### src/rtl/fetch_unit.sv
// Instruction fetch stage: holds the PC, issues one imem request at a time, hands the word to decode.
// Optional perf counters (fetch_count, stall_cycles) are built only when FETCH_PERF_EN is defined.
module fetch_unit #(
  parameter logic [31:0] RESET_PC = 32'h0040_0000,
  parameter int          W_ADDR   = 32
) (
  input  logic              clk,
  input  logic              rst_n,
  output logic              imem_req_valid,
  input  logic              imem_req_ready,
  output logic [W_ADDR-1:0] imem_addr,
  input  logic              imem_rsp_valid,
  input  logic [W_ADDR-1:0] imem_rsp_data,
  output logic [W_ADDR-1:0] inst,
  output logic              inst_valid,
  input  logic              inst_ready,
  output logic [W_ADDR-1:0] pc,
  output logic [W_ADDR-1:0] pc_plus4,
  input  logic [1:0]        pc_src,
  input  logic [25:0]       jump_addr,
  input  logic [15:0]       imm,
  input  logic              br_taken,
  input  logic [W_ADDR-1:0] jr_target,
  output logic              misalign,
  output logic [31:0]       fetch_count,
  output logic [31:0]       stall_cycles
);

  typedef enum logic [1:0] {S_REQ, S_WAIT, S_HOLD} state_t;

  localparam logic [1:0] SRC_NEXT   = 2'd0;
  localparam logic [1:0] SRC_JUMP   = 2'd1;
  localparam logic [1:0] SRC_BRANCH = 2'd2;
  localparam logic [1:0] SRC_JR     = 2'd3;

  state_t            state, state_nxt;
  logic              rst_done;
  logic              retire;
  logic [W_ADDR-1:0] next_pc;
  logic [W_ADDR-1:0] br_off;

  assign pc_plus4  = pc + W_ADDR'(4);
  assign imem_addr = pc;
  assign br_off    = {{(W_ADDR-18){imm[15]}}, imm, 2'b00};

  // rst_done keeps the request low until the first clock after reset release
  always_comb begin
    state_nxt      = state;
    imem_req_valid = 1'b0;
    retire         = 1'b0;
    case (state)
      S_REQ: begin
        imem_req_valid = rst_done;
        if (rst_done && imem_req_ready) state_nxt = S_WAIT;
      end
      S_WAIT: begin
        if (imem_rsp_valid) state_nxt = S_HOLD;
      end
      S_HOLD: begin
        retire = inst_valid && inst_ready;
        if (retire) state_nxt = S_REQ;
      end
      default: state_nxt = S_REQ;
    endcase
  end

  always_comb begin
    next_pc = pc_plus4;
    case (pc_src)
      SRC_NEXT:   next_pc = pc_plus4;
      SRC_JUMP:   next_pc = {pc_plus4[W_ADDR-1:28], jump_addr, 2'b00};
      SRC_BRANCH: next_pc = br_taken ? (pc_plus4 + br_off) : pc_plus4;
      SRC_JR:     next_pc = {jr_target[W_ADDR-1:2], 2'b00};
      default:    next_pc = pc_plus4;
    endcase
  end

  always_ff @(posedge clk or negedge rst_n) begin
    if (!rst_n) begin
      state      <= S_REQ;
      rst_done   <= 1'b0;
      pc         <= RESET_PC[W_ADDR-1:0];
      inst       <= '0;
      inst_valid <= 1'b0;
      misalign   <= 1'b0;
    end else begin
      state    <= state_nxt;
      rst_done <= 1'b1;
      if (state == S_WAIT && imem_rsp_valid) begin
        inst       <= imem_rsp_data;
        inst_valid <= 1'b1;
      end
      if (retire) begin
        inst_valid <= 1'b0;
        pc         <= next_pc;
        if (pc_src == SRC_JR && jr_target[1:0] != 2'b00) misalign <= 1'b1;
      end
    end
  end

`ifdef FETCH_PERF_EN
  logic [31:0] fetch_cnt_q, stall_cnt_q;
  logic        stall;

  assign stall = (imem_req_valid && !imem_req_ready) || (state == S_WAIT && !imem_rsp_valid);

  always_ff @(posedge clk or negedge rst_n) begin
    if (!rst_n) begin
      fetch_cnt_q <= '0;
      stall_cnt_q <= '0;
    end else begin
      if (retire) fetch_cnt_q <= fetch_cnt_q + 32'd1;
      if (stall)  stall_cnt_q <= stall_cnt_q + 32'd1;
    end
  end

  assign fetch_count  = fetch_cnt_q;
  assign stall_cycles = stall_cnt_q;
`else
  assign fetch_count  = '0;
  assign stall_cycles = '0;
`endif

endmodule

### config.mk
export PLATFORM = sky130hd
export DESIGN_NAME = fetch_unit
export DESIGN_NICKNAME = d
export VERILOG_FILES = /design/src/rtl/fetch_unit.sv
export SDC_FILE = /design/constraint.sdc
export NUM_CORES = 1
export LEC_CHECK = 0
export ABC_CLOCK_PERIOD_IN_PS = 4330
export CORE_MARGIN = 1.5
export CORE_UTILIZATION = 42
export CTS_CLUSTER_DIAMETER = 200
export DETAILED_ROUTE_END_ITERATION = 7
export GPL_ROUTABILITY_DRIVEN = 0
export PLACE_DENSITY = 0.82
export REMOVE_ABC_BUFFERS = 1
export SLEW_MARGIN = 20
export SYNTH_ARGS = -nofsm -noshare
export SYNTH_HDL_FRONTEND = slang
export SYNTH_SLANG_ARGS = --single-unit
export TNS_END_PERCENT = 5
### constraint.sdc
create_clock -name clk -period 4.33 [get_ports clk]
set_input_delay 0.866 -clock clk [delete_from_list [all_inputs] [get_ports clk]]
set_output_delay 0.866 -clock clk [all_outputs]
set_load 0.03 [all_outputs]
# == Yosys cells after proc, flatten, opt, wreduce, memory -nomap -nowiden ==
# Cells that the tools add are included.
# totals
word_cells,36
output_inout_bits,195
register_bits,69
# classes
n_eq_ne,8
muxes,10
reduce_logical,10
add_sub_neg,2
# ops
cell,count
32-bit one-hot mux with 4 select lines,1
"32-bit by 3-bit adder with 32-bit output, second input constant",1
32-bit adder,1
32-bit 2-to-1 mux,1
"2-bit equality test, second input constant",3
2-bit 2-to-1 mux,3
"2-bit != test, second input constant",3
2-bit one-hot mux with 3 select lines,1
"2-bit by 1-bit equality test with 1-bit output, second input constant",2
1-bit logical AND,4
2-bit zero test,2
1-bit 2-to-1 mux,4
2-bit nonzero test,2
3-bit AND reduction,1
2-bit AND reduction,1

# == Longest topological paths before layout ==
# Gate-level depths: netlist (run 1).
# logic_depth
depth_word,4
depth_mapped,18

# == Least setup slack after synthesis (run 1) ==
# Ideal clock, no wire load.
# synth_timing
kind,flip-flop to flip-flop
from,register pc[4] (netlist: imem_addr[4])
to,register pc[31] (netlist: imem_addr[31])
setup_slack_ns,-0.229
t_arrival_ns,4.432
setup_ns,0.126
path_stages_with_launch,19
required_time_ns,4.204
period_less_slack_ns,4.559
cell_sequence,dfrtp_1 and3_1 clkbuf_1 nand3_1 nor3_1 nand2_1 xnor2_1 ha_1 clkbuf_1 nand2_1 nor3_1 o311a_1 or4_4 o221a_4 o2111ai_2 nand4_2 o211ai_1 nor3b_1 nand2_1
# synth_via
elab_chain_cells,4
# synth_lines
item,line_no,rtl
"start, declared",17,"output logic [W_ADDR-1:0] pc,"
"start signal, assigned",82,pc <= RESET_PC[W_ADDR-1:0];
"start signal, assigned",95,pc <= next_pc;
32-bit by 3-bit adder with 32-bit output,42,assign pc_plus4 = pc + W_ADDR'(4);
net pc_plus4[18],18,"output logic [W_ADDR-1:0] pc_plus4,"
32-bit adder,72,SRC_BRANCH: next_pc = br_taken ? (pc_plus4 + br_off) : pc_plus4;
32-bit 2-to-1 mux,72,
32-bit one-hot mux with 4 select lines,69,case (pc_src)
# The timed path passes the listed nets, and every way through them passes these cells.
# A chain may end at the register's enable or synchronous reset.

# == Final worst setup path (run 1) ==
# layout_timing
from,register pc[6] (netlist: imem_addr[6])
to,register pc[31] (netlist: imem_addr[31])
# layout_via
elab_chain_cells,4
# layout_lines
item,line_no
32-bit by 3-bit adder with 32-bit output *,42
32-bit adder,72
32-bit 2-to-1 mux,72
32-bit one-hot mux with 4 select lines *,69
# Every way passes the cells marked *; elsewhere a longest branch is shown, timed or not.

==> run summary, run 1 <==
First-pass iteration count of the detailed router: 5. In this run the vertical extent of the chip is 126 um. Adder and majority cell fraction of the synthesized area: 7.15%.

The share of total power in the clock network is 13.0%, and the TritonCTS sink count is 67. For this run, the top clock speed supported by timing is 241 MHz. For the pin with the worst max-slew slack, the measured transition is 0.746 ns. The synthesized design contains 0 enable-type register cells. In the synthesized netlist the async set-or-reset flop fraction comes to 100%. The run gives 4.39 ns as the endpoint arrival time on the critical path.

Setup repair after global routing left no endpoint under its margin. The run gives 16.6 mm as the placed wire-length estimate. The tools report the beginning of the critical path as imem_addr[6]. The number of levels in the clock H-tree came out at 3. The first global-routing pass estimated 32.5 mm of wire. Port buffering added 238 buffers.

The worst setup path is captured at a register. For this configuration, the core starts out at a cell density of 43.6%. The summed negative setup slack over all endpoints was 0 ns; the met2 usage was 45.6%. The number of global-route vias before repair was 6225. For the post-CTS setup repair buffer count, the log shows 0. The switching share of total power works out to 48.7%. After layout, the minimum clock period comes to 4.16 ns.

The final routed DRC violation total came out at 0. Setup violations remaining at the end of the flow were counted as 0. The class of the most critical hold timing path is register to register. The number of antenna diodes in the final layout is 0. The tools report the worst reg2reg path startpoint as imem_addr[6]. Placement row count: 44.

Critical path class: register to register. After the first detailed-routing iteration, the DRC count stood at 473. Of the cells placed in the final design, the portion with a size suffix greater than 1 is 11.2%.

After detailed routing, the average wire length per cell comes to 18.0 um. The run gives 0.173 ns as the final worst-path setup slack. Most frequent cell after synthesis: buf_4. Pin placement for this block handled 309 I/O pins.

The average instance in the mapped netlist occupies 8.47 sq um. After synthesis, the largest family of logic cells by area is compound AO/OA/AOI/OAI gates. The netlist uses 81 different library cells.

Summed over all layers, the routed wires come to 20.9 mm. The tools report the global router's overall resource usage as 25.9%. Largest net degree at the start of global routing: 45. Counting flops and latches in the post-synthesis netlist gives 67.

Final worst clock skew: 0.00884 ns. For the critical path required time, the log shows 4.56 ns. The worst register-to-register path has a setup slack of 0.17 ns.

The top-area cell type share of the netlist area was 25.8%; the via count normalized by instance count was 5.43. TritonCTS built the clock tree. The capture instance of the worst register-to-register path was imem_addr[31]. The synthesized netlist devotes 19.8% of its cell area to compound gates.

The final count of pins violating max slew was 0; the delay of the slowest cell on the worst path was 0.49 ns. The peak fanout along the critical path was 8; the clock latency on the worst-skew pair was 0.35 ns. The count of endpoints failing hold in the final timing report came out at 0. Across the VDD grid, the largest voltage drop is 0.521 mV. The areal power density over the cells was 751 nW/um^2. The most critical setup path has its endpoint at imem_addr[31]. met2 is the most crowded layer.

The signal on the critical path passes through and3_2 > and3_1 > and2_1 > nand2_1 > xnor2_1 > ha_1 > a211oi_2 > nor2_1 > o311a_1 > or4_4 > o221a_4 > o2111ai_2 > nand4_2 > o211ai_1 > nor3b_1 > nand2_1. Yosys attributes the largest share of cell area to dfrtp_1 26%, buf_4 12%, ha_1 6.8%, mux2_2 6.3%, nand2_1 4.3%. Number of cells traversed by the worst register-to-register path: 16. For the part of the power in registers, the log shows 18.7%.

Summing the areas of all xor and xnor instances in the mapped netlist gives 6.29% of the synthesized area. For met1 alone, demand over resource in global routing was 31.8%. The global-route track usage on met3 is 5.10%. The area growth from synthesis to layout is 40.4%. Post-synthesis sequential area ratio: 26.2%.

Launch point of the worst hold path: inst[12]. The post-synthesis cell count is 756. The most numerous cell type found on the critical path is nand2_1. Leading register cell type out of synthesis: dfrtp_1.

After the last flow step, the layout net total stands at 1125. The count of nets left with antenna violations once routing finished came out at 0. Top cell type by total area after synthesis: dfrtp_1. OpenSTA, run right after detailed placement, puts the worst setup slack at 0.136 ns.

The share of total power in combinational logic is 68.3%. In the synthesized netlist, the cells that appear most often are 100 x buf_4, 73 x nand2_1, 66 x dfrtp_1. The run gives 0 as the initial antenna violation count. The flow ran to the end, and the final reports show no timing, DRC or antenna violations. The via total after detailed routing was 6320. The clock passes through at most 2 buffers. The analysis attributes to net switching a power of 0.00329 W. The internal power summed over all cells was 0.00347 W. For this run, the number of Yosys warnings is 0. Global routing finished with a remaining overflow of 0. Of the available clock period, the critical path in the final layout requires 96.0%.

The basic-gate share of the synthesized area counting and, or, nand and nor cells is 17.3%. The die covers 16000 sq um. The mux share of post-synthesis cell area is 8.71%.

In this run the horizontal extent of the chip is 126 um. CTS placed an instance of clkbuf_16 at the clock tree root. The area of the placeable core is 14700 sq um, and the cell area after technology mapping is 6400 sq um. The relative max-transition margin is 50.2%, and the clock-pin slew on the worst setup and hold paths is 0.06 ns. Among all stages on the critical path, the largest delay is contributed by or4_4. The tools report the number of max-cap violations as 0. The tools report the type of origin of the critical path as a register. In this run the static leakage power is 3.94 nW. The number of CTS-inserted buffers came out at 9.
[cell families after synthesis]
logic type,Yosys count
flops,67
buf+inv,145
other cells,2
mux,50
fa+ha+maj,36
xor+xnor,46
simple gates,223
compound gates,187
[metal layers]
layer	wire, um	up-vias	part of all wire (%)
met5	0	-	0
met4	456	0	2.2
met3	1730	36	8.3
met2	10400	315	50
met1	8260	2992	40
li1	-	2977	-
[metrics by stage]
stage                     utilization (%)  instances  hold slack [ns]  cell area, sq um  total power [W]
final                                61.2       1164            0.502              8990          0.00675
after global placement               58.6       1148            0.462              8610          0.00578
after detailed placement             58.6       1148            0.494              8610          0.00584
after CTS                            61.0       1164            0.505              8970          0.00675
after floorplan                         -        697            0.467              5800          0.00400
after global routing                 61.2       1164            0.514              8990          0.00712
[final cells by class]
| class | instances | area [sq um] |
|---|---|---|
| fillers | 1263 | 5710 |
| multi-input cells | 613 | 4080 |
| repair buffers | 267 | 2580 |
| flip-flops and latches | 67 | 1680 |
| clock buffers | 10 | 239 |
| well taps | 184 | 230 |
| clock inverters | 6 | 113 |
| inverters | 17 | 63.8 |
[critical path, delay by kind of cell, from the launching register on]
family | cells | cell delay [ns]
xor gates and xnor gates | 1 | 0.26
AOI/OAI and AO/OA | 5 | 1.10
and+or+nand+nor | 9 | 1.87
DFF | 1 | 0.44
adders and majority gates | 1 | 0.38
[power groups by stage]
| stage | logic [W] | clock network [W] | registers, W |
|---|---|---|---|
| floorplan | 0.00195 | 0 | 0.00205 |
| global placement | 0.00453 | 0 | 0.00124 |
| detailed placement | 0.00457 | 0 | 0.00127 |
| CTS | 0.00460 | 0.000893 | 0.00126 |
| global route | 0.00490 | 0.000911 | 0.00131 |
| finish | 0.00461 | 0.000875 | 0.00127 |
[sequential cells by signal, summed over array words and instances, names as in the netlist]
| signal | cells |
|---|---|
| inst_valid | 1 |
| imem_addr | 30 |
| state | 2 |
| misalign | 1 |
| rst_done | 1 |
| inst | 32 |
[worst min path at each step]
stage / slack (ns) / endpoint / cells past startpoint
finish: 0.50 / inst[12] / 1
global route: 0.51 / inst[29] / 1
CTS: 0.51 / inst[30] / 1
detailed placement: 0.49 / inst[12] / 1
global placement: 0.46 / misalign / 1
floorplan: 0.47 / state[0] / 1
[cell usage in the layout (no fill, tap or decap), types with 8 or more instances in the layout]
master,n
clkdlybuf4s50_1,235
nand2_1,73
conb_1,71
dfrtp_1,64
nor2_1,50
a21oi_1,48
mux2_2,36
ha_1,35
o21ai_0,32
buf_4,29
xnor2_1,26
xor2_1,20
inv_1,17
nand3_1,16
mux2i_1,13
and3_1,12
a21o_1,11
nand4_1,10
nor2b_1,10
a31oi_1,10
and2_1,9
clkbuf_16,9
nor3_1,8
a211oi_1,8
[timing repair]
action                     in CTS  in global routing
hold buffers                    0                  0
setup endpoints to repair       0                  2
gates resized for setup         0                  7
hold endpoints to repair        0                  0
No activity file was read; power rests on OpenSTA's default activity.
==> run 2, diff against run 1 <==
- SKIP_CTS_REPAIR_TIMING: default -> 1
==> results of run 2 <==
Final layout, timing and power as in run 1 (identical DEF).
==> run 3, diff against run 2 <==
- CORE_ASPECT_RATIO: default -> 0.6
==> run summary, run 3 (same netlist as run 1, synthesis figures left out) <==
The TritonCTS sink count was 67 (unchanged). The overall power of the completed layout was 0.00681 W (+0.85%); the number of CTS-inserted buffers was 9 (unchanged). The endpoint arrival time on the critical path came out at 4.37 ns (-0.02 ns).

The number of cells traversed by the worst register-to-register path was 14 (-2); the number of levels in the clock H-tree was 3 (unchanged). The tools report the number of max-cap violations as 0 (unchanged). The register ranked first by flip-flop count was inst. The number of cells traversed by the worst hold path is 1 (unchanged). The tools report the first-pass iteration count of the detailed router as 5 (unchanged).

The final non-filler cell total was 1183 (+1.6%); the ratio of cells with drive above 1 in the final layout was 12.8% (+1.6 points). In the layout the commonest cells are 235 x clkdlybuf4s50_1, 73 x nand2_1, 71 x conb_1. The clock period minus worst slack is 4.12 ns (-0.0327 ns).

The run finished with clean final reports. The height of the die was 98.7 um (-22%); the post-synthesis to final-layout area growth was 41.8%. The cell total after placement is 1166 (+1.6%). The number of nets in the final layout came out at 1131 (+0.53%).

The standard cell area after detailed placement was 8660 sq um (+0.58%). The number of filler instances in the final layout was 1316 (+4.2%); the final count of pins violating max slew was 0 (unchanged). The number of diodes added for antenna fixing was 0 (unchanged); the cell area after layout was 9080 sq um (+1.0%).

Relative max-transition margin: 37.2% (-13 points). The tools report the global router's overall resource usage as 26.9% (+0.97 points). The logs give 6094 (-2.1%) for the number of global-route vias before repair and 16000 sq um (+0.15%) for the total die area. For the number of top-level design ports, the log shows 309 (unchanged). STA classifies the critical path endpoint as a register. The critical path class was register to register.

The tools report the clock latency on the worst-skew pair as 0.33 ns (-0.02 ns). The number of buffer cells added on primary ports came out at 238 (unchanged). Launch point of the worst hold path: misalign. The post-route clock period utilization came out at 95.3% (-0.75 points). The critical path required time was 4.57 ns (about the same). Type of origin of the critical path: a register. The tools report the achievable frequency as 242 MHz (+0.79%). Final hold slack: 0.484 ns (-0.0185 ns). The transition at the pin with the smallest max-transition slack was 0.942 ns (+0.196 ns); the maximum clock insertion buffer count was 2 (unchanged). TritonCTS built the clock tree. The count of endpoints failing hold in the final timing report came out at 0 (unchanged). The summed negative setup slack over all endpoints is 0 ns (unchanged), and the die span in x is 162 um (+28%). The peak fanout along the critical path came out at 5 (-3).

The capture instance of the worst register-to-register path was imem_addr[22]. Class of the most critical hold timing path: register to register. The endpoint with the worst hold slack was misalign.

The run gives 14700 sq um (-0.15%) as the area of the placeable core. The peak supply drop was 0.435 mV (-17%); the initial antenna violation count was 0 (unchanged). The number of flip-flops under the largest register name was 32 (unchanged); the placed wire-length estimate was 16.9 mm (+2.2%). Most frequent standard cell in the layout excluding fill and tap cells: clkdlybuf4s50_1.

The run gives 33.6 mm (+3.4%) as the first-pass GRT wire length. The via count normalized by instance count is 5.49 (+1.2%), and the initial standard-cell utilization of the core is 43.6% (+0.067 points). The largest net degree at the start of global routing was 68 (+51%); the routed length per placed instance was 18.5 um (+3.2%). The logs give 0 (unchanged) for the count of final setup violators and 0 (unchanged) for the final routed DRC violation total.

The via total after detailed routing came out at 6499 (+2.8%). The violation count after the first detailed-routing iteration is 658 (+39%). The tools report the final routed wirelength across all metal layers as 21.9 mm (+4.9%). The clock-pin slew on the worst setup and hold paths works out to 0.06 ns (about the same). The minimum setup slack among reg-to-reg paths is 0.21 ns (+0.03 ns). The remaining number of nets flagged by the antenna check after routing came out at 0 (unchanged).

For the placement row count, the log shows 34 (-23%). The static power due to leakage came out at 3.97 nW (+0.68%). Areal power density over the cells: 750 nW/um^2 (-0.15%). The total global routing overflow came out at 0 (unchanged). Final worst clock skew: 0.00747 ns (-0.00137 ns).

The tools report the worst reg2reg path startpoint as imem_addr[6]. The tools report the root cell of the clock tree as clkbuf_16.
[run 3: area by class of cell]
| class | instances | area (sq um) | share of cell area [%] |
|---|---|---|---|
| Multi-Input combinational cell | 613 | 4110 | 45.3 |
| Timing Repair Buffer | 273 | 2630 | 29.0 |
| Sequential cell | 67 | 1690 | 18.6 |
| Tap cell | 198 | 248 | 2.73 |
| Clock buffer | 9 | 225 | 2.48 |
| Clock inverter | 6 | 115 | 1.27 |
| Inverter | 17 | 63.8 | 0.703 |
[run 3: critical path, cell delays in order, from the launching register on]
cell and delay (ns):
dfrtp_1 0.42, and3_4 0.25, buf_4 0.14, and3_1 0.26, xor2_1 0.31, ha_1 0.31, a21o_1 0.20, a21o_1 0.19
a21o_1 0.19, a221o_1 0.36, a21oi_2 0.25, o21ai_1 0.16, a2111oi_0 0.69, or2_2 0.22, a221oi_1 0.07
[run 3: worst max-delay path by stage]
stage / from / end / cells past startpoint
after global placement: imem_addr[17] / imem_addr[31] / 15
after floorplan: imem_addr[4] / imem_addr[31] / 16
after CTS: imem_addr[17] / imem_addr[31] / 15
after global routing: imem_addr[8] / imem_addr[31] / 17
final: imem_addr[6] / imem_addr[22] / 14
after detailed placement: imem_addr[17] / imem_addr[31] / 15
[run 3: report_power, final]
part,leakage (nW),switching [W],internal [W]
clock network,0.162,0.000294,0.000561
registers,0.792,0.000319,0.000931
logic,3.01,0.00271,0.00200
[run 3: metrics by stage]
stage          setup slack (ns)  utilization (%)
4_1_cts                  0.0685             61.4
3_3_place_gp              0.188             59.0
2_1_floorplan            -0.309                -
6_report                  0.205             61.9
5_1_grt                 -0.0264             61.9
3_5_place_dp              0.107             59.0
[run 3: layer usage]
metal  vias up  wire length, um  GRT usage (%)  share of wire [%]
met5         -                0              0                  0
li1       3000                -              -                  -
met1      3088             9630           38.1                 44
met4         0              141           4.59               0.64
met3        11             2870           9.09                 13
met2       400             9290           40.0                 42
